--- config.mk ---
export PLATFORM = sky130hd
export DESIGN_NAME = dvfs_sequencer
export DESIGN_NICKNAME = d
export VERILOG_FILES = /design/src/rtl/dpmu_pkg.sv /design/src/rtl/dvfs_sequencer_settle_timer.sv /design/src/rtl/dvfs_sequencer.sv
export SDC_FILE = /design/constraint.sdc
export NUM_CORES = 1
export LEC_CHECK = 0
export BUFFER_PORTS_ARGS = -buffer_cell sky130_fd_sc_hd__buf_2
export CAP_MARGIN = 10
export CORE_MARGIN = 4
export CORE_UTILIZATION = 40
export DETAILED_ROUTE_END_ITERATION = 10
export MAX_ROUTING_LAYER = met4
export SYNTH_ARGS = -nofsm -noshare
export SYNTH_HDL_FRONTEND = slang
export SYNTH_HIERARCHICAL = 1
export SYNTH_SLANG_ARGS = --single-unit
--- constraint.sdc ---
create_clock -name clk -period 4.3 [get_ports clk]
set_input_delay 0.215 -clock clk [delete_from_list [all_inputs] [get_ports clk]]
set_output_delay 0.215 -clock clk [all_outputs]
set_load 0.005 [all_outputs]
--- src/rtl/dpmu_pkg.sv ---
// Shared definitions for the dynamic power management unit: level widths,
// the NORMAL operating point and the DVFS sequencer state encoding.
package dpmu_pkg;

   localparam int unsigned V_W = 2;
   localparam int unsigned F_W = 3;

   localparam logic [V_W-1:0] V_NORMAL = 2'b01;
   localparam logic [F_W-1:0] F_NORMAL = 3'b010;

   typedef enum logic [2:0] {
      IDLE  = 3'd0,
      V_UP  = 3'd1,
      F_SET = 3'd2,
      V_DN  = 3'd3,
      DONE  = 3'd4
   } dvfs_state_e;

   // Picks the first state of a sequence: raise voltage before touching
   // frequency, and lower frequency before dropping voltage.
   function automatic dvfs_state_e first_state(input logic [V_W-1:0] tgt_v,
                                               input logic [V_W-1:0] cur_v,
                                               input logic [F_W-1:0] tgt_f,
                                               input logic [F_W-1:0] cur_f);
      dvfs_state_e st;
      if (tgt_v > cur_v) begin
         st = V_UP;
      end else if (tgt_f != cur_f) begin
         st = F_SET;
      end else if (tgt_v < cur_v) begin
         st = V_DN;
      end else begin
         st = DONE;
      end
      return st;
   endfunction

endpackage

--- src/rtl/dvfs_sequencer_settle_timer.sv ---
// Shared settle down-counter: loads a hold length and counts to zero,
// where it rests until the next load.
module settle_timer #(
   parameter int unsigned W = 3
) (
   input  logic         clk,
   input  logic         rst,
   input  logic         load,
   input  logic [W-1:0] load_val,
   output logic         zero
);

   logic [W-1:0] count_d;
   logic [W-1:0] count_q;

   // Next count: a load wins, otherwise decrement and saturate at zero.
   always_comb begin
      count_d = count_q;
      if (load) begin
         count_d = load_val;
      end else if (count_q != '0) begin
         count_d = count_q - W'(1);
      end
   end

   // Count register, cleared by reset.
   always_ff @(posedge clk) begin
      if (rst) begin
         count_q <= '0;
      end else begin
         count_q <= count_d;
      end
   end

   assign zero = (count_q == '0);

endmodule

--- src/rtl/dvfs_sequencer.sv ---
// DVFS sequencer: applies a target (voltage, frequency) operating point in a
// safe order, stepping voltage one level at a time and holding each change
// for its settle time.
module dvfs_sequencer
   import dpmu_pkg::*;
#(
   parameter int unsigned    V_SETTLE = 8,
   parameter int unsigned    F_SETTLE = 4,
   parameter logic [V_W-1:0] V_RST    = V_NORMAL,
   parameter logic [F_W-1:0] F_RST    = F_NORMAL
) (
   input  logic           clk,
   input  logic           rst,
   input  logic           req_valid,
   output logic           req_ready,
   input  logic [V_W-1:0] req_vlevel,
   input  logic [F_W-1:0] req_flevel,
   input  logic           emerg,
   output logic [V_W-1:0] vout,
   output logic [F_W-1:0] fout,
   output logic           busy,
   output logic           done
);

   localparam int unsigned MAX_SETTLE = (V_SETTLE > F_SETTLE) ? V_SETTLE : F_SETTLE;
   localparam int unsigned TW         = (MAX_SETTLE > 1) ? $clog2(MAX_SETTLE) : 1;
   localparam logic [TW-1:0] V_LOAD   = TW'(V_SETTLE - 1);
   localparam logic [TW-1:0] F_LOAD   = TW'(F_SETTLE - 1);

   dvfs_state_e    state_d, state_q;
   logic           first_d, first_q;
   logic [V_W-1:0] vout_d, vout_q;
   logic [F_W-1:0] fout_d, fout_q;
   logic [V_W-1:0] tgt_v_d, tgt_v_q;
   logic [F_W-1:0] tgt_f_d, tgt_f_q;

   logic           accept;
   logic           step;
   logic           tmr_load;
   logic [TW-1:0]  tmr_val;
   logic           tmr_zero;

   settle_timer #(
      .W (TW)
   ) u_timer (
      .clk      (clk),
      .rst      (rst),
      .load     (tmr_load),
      .load_val (tmr_val),
      .zero     (tmr_zero)
   );

   // Next-state and datapath: first_q marks the cycle after acceptance so the
   // first change lands one edge later; afterwards a step state acts only
   // once the current hold has expired.
   always_comb begin
      state_d  = state_q;
      first_d  = first_q;
      vout_d   = vout_q;
      fout_d   = fout_q;
      tgt_v_d  = tgt_v_q;
      tgt_f_d  = tgt_f_q;
      accept   = 1'b0;
      tmr_load = 1'b0;
      tmr_val  = '0;
      step     = first_q || tmr_zero;

      case (state_q)
         IDLE: begin
            if (emerg) begin
               tgt_v_d = '0;
               tgt_f_d = '0;
               accept  = 1'b1;
            end else if (req_valid) begin
               tgt_v_d = req_vlevel;
               tgt_f_d = req_flevel;
               accept  = 1'b1;
            end
            if (accept) begin
               first_d = 1'b1;
               state_d = first_state(tgt_v_d, vout_q, tgt_f_d, fout_q);
            end
         end

         V_UP: begin
            if (step) begin
               first_d = 1'b0;
               if (vout_q != tgt_v_q) begin
                  vout_d   = vout_q + V_W'(1);
                  tmr_load = 1'b1;
                  tmr_val  = V_LOAD;
               end else if (fout_q != tgt_f_q) begin
                  state_d  = F_SET;
                  fout_d   = tgt_f_q;
                  tmr_load = 1'b1;
                  tmr_val  = F_LOAD;
               end else begin
                  state_d  = DONE;
               end
            end
         end

         F_SET: begin
            if (step) begin
               first_d = 1'b0;
               if (fout_q != tgt_f_q) begin
                  fout_d   = tgt_f_q;
                  tmr_load = 1'b1;
                  tmr_val  = F_LOAD;
               end else if (tgt_v_q < vout_q) begin
                  state_d  = V_DN;
                  vout_d   = vout_q - V_W'(1);
                  tmr_load = 1'b1;
                  tmr_val  = V_LOAD;
               end else begin
                  state_d  = DONE;
               end
            end
         end

         V_DN: begin
            if (step) begin
               first_d = 1'b0;
               if (vout_q != tgt_v_q) begin
                  vout_d   = vout_q - V_W'(1);
                  tmr_load = 1'b1;
                  tmr_val  = V_LOAD;
               end else begin
                  state_d  = DONE;
               end
            end
         end

         DONE: begin
            if (first_q) begin
               first_d = 1'b0;
            end else begin
               state_d = IDLE;
            end
         end

         default: begin
            state_d = IDLE;
            first_d = 1'b0;
         end
      endcase
   end

   // State and operating-point registers; reset drops any in-flight target.
   always_ff @(posedge clk) begin
      if (rst) begin
         state_q <= IDLE;
         first_q <= 1'b0;
         vout_q  <= V_RST;
         fout_q  <= F_RST;
         tgt_v_q <= V_RST;
         tgt_f_q <= F_RST;
      end else begin
         state_q <= state_d;
         first_q <= first_d;
         vout_q  <= vout_d;
         fout_q  <= fout_d;
         tgt_v_q <= tgt_v_d;
         tgt_f_q <= tgt_f_d;
      end
   end

   assign vout      = vout_q;
   assign fout      = fout_q;
   assign busy      = (state_q != IDLE);
   assign done      = (state_q == DONE) && !first_q;
   assign req_ready = (state_q == IDLE) && !emerg;

endmodule

Word-level counts from Yosys, hierarchy flattened

Cells that the tools add are included.

Bits of input ports: 9
Output and inout bits: 8
Register bits: 17

Order comparisons: 3
Reductions and logical operators: 17
Eq/ne operators: 19
Mux-type cells: 59
$add $sub $neg: 3

Operators by type and width:

| cell                | count |
|---|---|
| $mux 3              | 29 |
| $mux 2              | 11 |
| $ne 2x2->1 const B  | 11 |
| $reduce_and 8->1    | 2 |
| $pmux 3 s5          | 1 |
| $mux 1              | 13 |
| $pmux 3 s3          | 1 |
| $reduce_bool 3->1   | 3 |
| $eq 3x2->1 const B  | 2 |
| $logic_not 3->1     | 2 |
| $ne 3x3->1          | 2 |
| $pmux 2 s3          | 1 |
| $pmux 3 s2          | 1 |
| $lt 2x2->1          | 2 |
| $reduce_and 4->1    | 1 |
| $reduce_bool 2->1   | 2 |
| $eq 3x1->1 const B  | 1 |
| $eq 3x3->1 const B  | 1 |
| $pmux 1 s3          | 1 |
| $reduce_or 3->1     | 1 |
| $sub 3x1->3 const B | 1 |
| $add 2x1->2 const B | 1 |
| $gt 2x2->1          | 1 |
| $logic_and 1x1->1   | 2 |
| other kinds (7)     | 8 |

Longest topological paths before layout

Gate-level depths: netlist (run 1).

Depth after elaboration: 9
Depth in mapped cells: 10

By module

Netlist (run 1), hierarchy kept.

By module, submodules not included:

| module         | times used | area an instance (µm²) | cells each | seq. area each (µm²) |
|---|---|---|---|---|
| dvfs_sequencer | 1          | 1058.5                 | 131        | 280.3 |
| settle_timer   | 1          | 206.4                  | 22         | 60.1 |

Least setup slack after synthesis (run 1)

Ideal clock, no wire load.

Path type: flip-flop to flip-flop
Start point: register vout_q[1], in the netlist vout[1]
End point: register u_timer.count_q[0]
Buffers on the path: 0
Arrival: 1.833 ns
Clock period less this slack: 1.945 ns
Stages on the path, launching flop included: 9
Path slack: 2.355 ns
Library setup time: 0.112 ns
Cell sequence: dfxtp_1 inv_1 ha_1 a21oi_1 o21ai_0 a21oi_1 o21ba_2 nor2b_1 a2111oi_1

Word-level cells in the longest chain between the ends: 6

Ends and longest elaborated chain:

| item                                        | line                              | RTL |
|---|---|---|
| start, declared                             | dvfs_sequencer.sv:32              | `logic [V_W-1:0] vout_d, vout_q;` |
| start signal, assigned                      | dvfs_sequencer.sv:161             | `vout_q <= vout_d;` |
| $lt 2x2->1                                  | dvfs_sequencer.sv:110             | `end else if (tgt_v_q < vout_q) begin` |
| $mux 1                                      | dvfs_sequencer.sv:110             |  |
| $mux 1                                      | dvfs_sequencer.sv:106             | `if (fout_q != tgt_f_q) begin` |
| $mux 1                                      | dvfs_sequencer.sv:104             | `if (step) begin` |
| $pmux 1 s3 *                                | dvfs_sequencer.sv:68              | `case (state_q)` |
| net tmr_load                                | dvfs_sequencer.sv:39              | `logic tmr_load;` |
| $mux 3 or $reduce_bool 2->1 (tied branches) | n/a                               |  |
| end signal, assigned                        | dvfs_sequencer_settle_timer.sv:31 | `count_q <= count_d;` |
| end, declared                               | dvfs_sequencer_settle_timer.sv:14 | `logic [W-1:0] count_q;` |

The timed path passes the listed nets; every way through them passes the cells marked *.
A chain may end at the register's enable or synchronous reset.

Worst setup path after layout (run 1)

Same ends and word-level chain as after synthesis.

==> impl_metrics.json, run 1 <==
{
  "result_of_the_run": "finished clean",
  "finalWirelength_um": 3040,
  "cts.sinks": 17,
  "dominantRegCellSynth": "dfxtp_1",
  "worstPathMaxFanout": 8,
  "crit_startpoint": "vout[1]",
  "final_hpwl_from_detailed_placement_um": 2330,
  "number_of_antenna_violations_at_the_first_check_in_global_routing": 0,
  "drt_first_pass_iters": 4,
  "postCtsSetupBuffers": 0,
  "crit_top_cell": "a21oi_1",
  "clk_pin_slew_ns": 0.12,
  "slew_margin_rel_pct": 62.7,
  "timing.final.setup_violations": 0,
  "min-delay-path-class": "in -> reg",
  "unrepaired_setup_endpoints_after_global_routing": "false",
  "cp_slowest_cell": "a2111oi_1",
  "numCtsBuffers": 3,
  "largest_net_degree_at_the_start_of_global_routing": 15,
  "seq_total_area_yosys_pct": 26.9,
  "synth.distinct_cells": 48,
  "pwr_density_cell_mw_per_mm2": 564,
  "crit_required_ns": 4.48,
  "synthesis.area_mm2": 0.00126,
  "dieArea_mm2": 0.00413,
  "detail-route-antenna-nets": 0,
  "synthesis.area_per_instance_um2": 8.27,
  "synth-async-reset-ratio_pct": 0,
  "worstMarginPinSlew_ns": 0.554,
  "globalRouteOverflowTotal": 0,
  "place_ws_ns": 2.00,
  "finalHoldViolCount": 0,
  "chip_width_um": 64.2,
  "critical_path.endpoint_type": "flip-flop",
  "initial_utilization_pct": 41.8,
  "syn_nets": 168,
  "power_leakage_nw": 0.579,
  "post_drt_via_cell_ratio": 5.60,
  "route.detailed.wl_per_inst_um": 14.3,
  "total_power_uw": 793,
  "arrival_ns": 2.52,
  "first_global_vias": 1243,
  "final_cell_count_no_fill": 213,
  "syn_inst": 153,
  "wire_length_of_the_first_global_routing_pass_um": 5400,
  "finalNetCount": 185,
  "area_growth_syn_to_layout_pct": 11.2,
  "whs_endpoint": "tgt_f_q[1]",
  "cp_slowest_stage_delay_ns": 0.39,
  "htreeDepth": 1,
  "seq_area_um2": 340,
  "root_buffer": "clkbuf_4",
  "maxClockFrequency_mhz": 428,
  "synth.ff_latch_count": 17,
  "post-place-cells": 209,
  "cp_cell_instances": "inv_1, ha_1, a21oi_1, o21ai_0, a21oi_1, o21ba_2, nor2b_1, a2111oi_1",
  "rr_startpoint": "vout[1]",
  "critPathLaunchType": "flip-flop",
  "clockBufferDepth": 2,
  "gr-usage-all-layers_pct": 16.7,
  "rows": 20,
  "core_region_area_mm2": 0.00303,
  "finalCritPeriodShare_pct": 54.3,
  "clock-skew-final_ns": 0.0176,
  "clkLatencyLatePin_ns": 0.31,
  "antenna_cells_inserted": 0,
  "post_cts_resized": 0,
  "floorplan.die.height_um": 64.2,
  "drcViolationCount": 0,
  "r2r_end": "u_timer/count_q[0]",
  "ff2ff_path_depth": 8,
  "final.fill_count": 314,
  "multi_input_comb_area_um2": 852,
  "place_congestion": 0.893,
  "floorplan.io_pins": 17,
  "timing.final.max_slew_violations": 0,
  "routed-via-count": 1193,
  "setup.reg_to_reg.worst_slack_ns": 1.96,
  "min_path_cells": 3,
  "totalNegativeSetupSlack_ns": 0,
  "layout-drive-gt1-share_pct": 19.5,
  "final.setup.worst_slack_ns": 1.96,
  "synth_enable_flop_cells": 0,
  "ir_worst_vdd_mv": 0.245,
  "period_minus_slack_ns": 2.34,
  "hold_buffers": 0,
  "worst-setup-path-type": "reg -> reg",
  "maxCapViolCount": 0,
  "yosys_warnings": 6,
  "drt_iter0_markers": 25,
  "numPortBuffers": 16,
  "cts_tree": "yes",
  "min-delay-start": "req_flevel[1]"
}
==> through the flow <==
step / instance area (µm²) / util, % / hold slack [ns]
after CTS: 1410 / 46.4 / 0.161
after detailed placement: 1380 / 45.5 / 0.488
final: 1410 / 46.4 / 0.165
after global routing: 1410 / 46.4 / 0.163
after floorplan: 1260 / - / 0.283
after global placement: 1380 / 45.5 / 0.471
==> Yosys cell counts (2+ instances only) <==
library cell | number | area share [%]
o211ai_1 | 3 | 1.8
o21ba_2 | 2 | 1.6
nand2_1 | 10 | 3.0
dfxtp_1 | 17 | 27
o21ai_0 | 3 | 1.2
ha_1 | 6 | 5.9
or3_1 | 3 | 1.5
nor2_1 | 18 | 5.3
xnor2_1 | 6 | 4.2
clkbuf_1 | 2 | 0.59
a211oi_2 | 2 | 2.0
nor3_1 | 4 | 1.6
mux2i_2 | 2 | 2.2
nor2b_1 | 7 | 3.5
mux2i_1 | 7 | 5.5
a32oi_1 | 3 | 2.1
o32ai_1 | 2 | 1.4
a2111oi_1 | 2 | 1.6
nand3_1 | 4 | 1.6
inv_1 | 13 | 3.9
a21oi_1 | 7 | 2.8
a31oi_1 | 2 | 0.99
and3_1 | 2 | 0.99
nor4b_1 | 2 | 1.4
==> placed cells by master (no fill, tap or decap), drive strengths merged, types with 2 or more instances in the layout <==
| cell type | instances |
|---|---|
| nand2 | 10 |
| o211ai | 3 |
| nor3 | 4 |
| clkbuf | 3 |
| a32oi | 3 |
| a21oi | 7 |
| xnor2 | 6 |
| o21ai | 3 |
| and3 | 2 |
| a31oi | 2 |
| o32ai | 2 |
| nor2b | 7 |
| nor2 | 18 |
| ha | 6 |
| o21ba | 2 |
| nor4b | 2 |
| or3 | 3 |
| dfxtp | 17 |
| nand2b | 2 |
| inv | 13 |
| a211oi | 2 |
| a2111oi | 2 |
| nand3 | 4 |
| mux2i | 9 |
| buf | 16 |
==> worst max-delay path by stage <==
stage	cells past startpoint	to
global placement	8	u_timer/count_q[1]
detailed placement	8	u_timer/count_q[1]
finish	8	u_timer/count_q[0]
floorplan	8	u_timer/count_q[0]
global route	8	u_timer/count_q[1]
CTS	8	u_timer/count_q[1]
==> cell type report <==
class                           count  share of cell area [%]
Sequential cell                    17                    24.2
Timing Repair Buffer               16                    5.69
Multi-Input combinational cell    119                    60.6
Clock inverter                      1                   0.534
Clock buffer                        3                    1.60
Tap cell                           44                    3.91
Inverter                           13                    3.47
==> state kept, by name (all words and copies together) (netlist names) <==
| name | cells |
|---|---|
| vout | 2 |
| first_q | 1 |
| tgt_f_q | 3 |
| state_q | 3 |
| u_timer/count_q | 3 |
| tgt_v_q | 2 |
| fout | 3 |
==> report_power, final <==
group	internal (mW)	total (mW)	switching [mW]
clock network	0.0355	0.0941	0.0586
registers	0.198	0.247	0.0489
logic	0.197	0.452	0.254
==> metal layers <==
metal	vias to the layer above	GRT usage, %	part of all wire, %
met5	-	-	0
met4	0	6.33	1.8
met3	6	4.04	3.6
met2	25	28.9	51
met1	566	18.5	44
li1	596	-	-
==> worst max-delay path, delay by kind of cell, from the launching register on <==
kind | cells | cell delay [ns]
adder cells (fa/ha/maj) | 1 | 0.33
AND/OR/NAND/NOR | 1 | 0.06
AO/OA/AOI/OAI | 5 | 1.37
buffers and inverters | 1 | 0.08
flip-flops | 1 | 0.38
==> cells by family after synthesis <==
family                     Yosys count  share of synthesized area, %
AOI/OAI and AO/OA                   39                          25.4
xor gates and xnor gates             6                          4.15
adders and majority gates            6                          5.93
buffers and inverters               17                          5.74
DFF                                 17                          26.9
muxes                                9                          7.72
and+or+nand+nor                     59                          24.1
Note: power is estimated with default switching activity, not from simulation.
==> run 2, diff against run 1 <==
Clock period 4.3 ns to 1.98 ns, I/O delays scaled along.
==> run 2 against run 1 <==
Net effect: critical path depth unchanged; via count increased by 5.2%; combinational power increased to 2.9 times the previous value; hold slack got worse by 0.11 ns; sequential share of layout area decreased by 3.1 points; die area unchanged; power increased to 2.6 times the previous value; register-to-register slack got worse by 1.9 ns.
==> impl_metrics.json, run 2 (synthesized netlist as in run 1, its figures left out) <==
{
  "post-place-cells": 221,
  "clkLatencyLatePin_ns": 0.30,
  "numPortBuffers": 16,
  "core_region_area_mm2": 0.00303,
  "clk_pin_slew_ns": 0.10,
  "final_cell_count_no_fill": 226,
  "floorplan.io_pins": 17,
  "layout-drive-gt1-share_pct": 36.8,
  "floorplan.die.height_um": 64.2,
  "ir_worst_vdd_mv": 0.574,
  "total_power_mw": 2.05,
  "htreeDepth": 1,
  "crit_required_ns": 2.21,
  "worst-setup-path-type": "reg -> reg",
  "worstPathMaxFanout": 4,
  "drt_first_pass_iters": 4,
  "routed-via-count": 1255,
  "wire_length_of_the_first_global_routing_pass_um": 5300,
  "final_hpwl_from_detailed_placement_um": 2420,
  "cts.sinks": 17,
  "timing.critical_path.max_delay_family": "simple AND/OR/NAND/NOR gates",
  "clock-skew-final_ns": 0.0105,
  "finalNetCount": 198,
  "maxClockFrequency_mhz": 529,
  "pwr_density_cell_mw_per_mm2": 1260,
  "result_of_the_run": "finished clean",
  "power_leakage_nw": 0.670,
  "detail-route-antenna-nets": 0,
  "timing.final.setup_violations": 0,
  "number_of_antenna_violations_at_the_first_check_in_global_routing": 0,
  "drcViolationCount": 0,
  "post_drt_via_cell_ratio": 5.55,
  "worstMarginPinSlew_ns": 0.390,
  "cp_cell_instances": "inv_1, ha_4, buf_4, nand2_1, and3_4, a31oi_1, or4_4, a21oi_2",
  "layout.cells.most_common": "nor2_1",
  "finalWirelength_um": 3250,
  "dieArea_mm2": 0.00413,
  "hold_buffers": 0,
  "chip_width_um": 64.2,
  "numCtsBuffers": 3,
  "period_minus_slack_ns": 1.89,
  "maxCapViolCount": 0,
  "cts_tree": "yes",
  "place_congestion": 0.863,
  "root_buffer": "clkbuf_4",
  "initial_utilization_pct": 41.8,
  "largest_net_degree_at_the_start_of_global_routing": 15,
  "area_growth_syn_to_layout_pct": 28.4,
  "first_global_vias": 1202,
  "min-delay-path-class": "in -> reg",
  "slew_margin_rel_pct": 73.6,
  "timing.final.max_slew_violations": 0,
  "drt_iter0_markers": 26,
  "gr-usage-all-layers_pct": 16.5,
  "critical_path.endpoint_type": "flip-flop",
  "route.detailed.wl_per_inst_um": 14.4,
  "globalRouteOverflowTotal": 0,
  "rows": 20,
  "clockBufferDepth": 2,
  "cp_slowest_stage_delay_ns": 0.51,
  "antenna_cells_inserted": 0,
  "critPathLaunchType": "flip-flop",
  "cp_slowest_cell": "or4_4",
  "worst-path-buf-inv": 2,
  "layout_common_cells": "nor2_1, buf_2, dfxtp_1",
  "arrival_ns": 2.12,
  "finalCritPeriodShare_pct": 95.5,
  "finalHoldViolCount": 0
}
run 2: cell count changes in the layout (fill, tap and decap cells not counted), sizes merged:
cell      previous run  this run
buf                 16        29
clkbuf               3         4
clkinvlp             1         0
run 2: per-layer routing:
layer | routed length [µm] | track usage (%) | up-vias | share of wire [%]
li1 | - | - | 620 | -
met1 | 1420 | 19.1 | 600 | 44
met2 | 1630 | 27.9 | 26 | 50
met3 | 113 | 2.46 | 9 | 3.5
met4 | 91 | 7.65 | 0 | 2.8
met5 | 0 | - | - | 0
run 2: area by class of cell:
type | count | area, µm²
repair buffers | 29 | 178
multi-input cells | 119 | 973
inverters | 13 | 48.8
clock buffers | 4 | 26.3
well taps | 44 | 55.1
flip-flops and latches | 17 | 343
fillers | 288 | 1400
run 2: final timing paths:
path,from,to,slack (ns),depth (start not counted)
setup reg to reg,vout[1],vout[1],0.09,8
hold / removal,req_flevel[1],tgt_f_q[1],0.05,3
hold reg to reg,tgt_v_q[0],tgt_v_q[0],0.53,2
setup / recovery,vout[1],vout[1],0.09,8
run 2: through the flow:
| step | cell area (µm²) | TNS (ns) | setup WS (ns) | hold WS [ns] | util, % |
|---|---|---|---|---|---|
| floorplan | 1260 | 0 | 0.0354 | 0.167 | - |
| global placement | 1470 | 0 | 0.0261 | 0.354 | 48.4 |
| detailed placement | 1470 | -0.117 | -0.0567 | 0.359 | 48.4 |
| CTS | 1520 | 0 | 0.000242 | 0.0512 | 50.2 |
| global route | 1620 | -0.0116 | -0.00989 | 0.101 | 53.6 |
| finish | 1620 | 0 | 0.0882 | 0.0532 | 53.6 |
run 2: repair_timing:
| item | CTS | global route |
|---|---|---|
| endpoints found under the setup margin | 3 | 8 |
| resized for setup | 7 | 21 |
| gates cloned | 0 | 0 |
| pin swaps | 4 | 3 |
| buffers inserted | 1 | 0 |
run 2: power breakdown:
part,internal (mW),switching (mW),total [mW]
logic,0.628,0.674,1.30
clock network,0.0785,0.116,0.194
registers,0.434,0.118,0.552
total,1.14,0.908,2.05
run 2: tightest hold or removal path, cell delays in order:
cell and delay (ns):
buf_2 0.09, a32oi_1 0.08, nand2_1 0.06
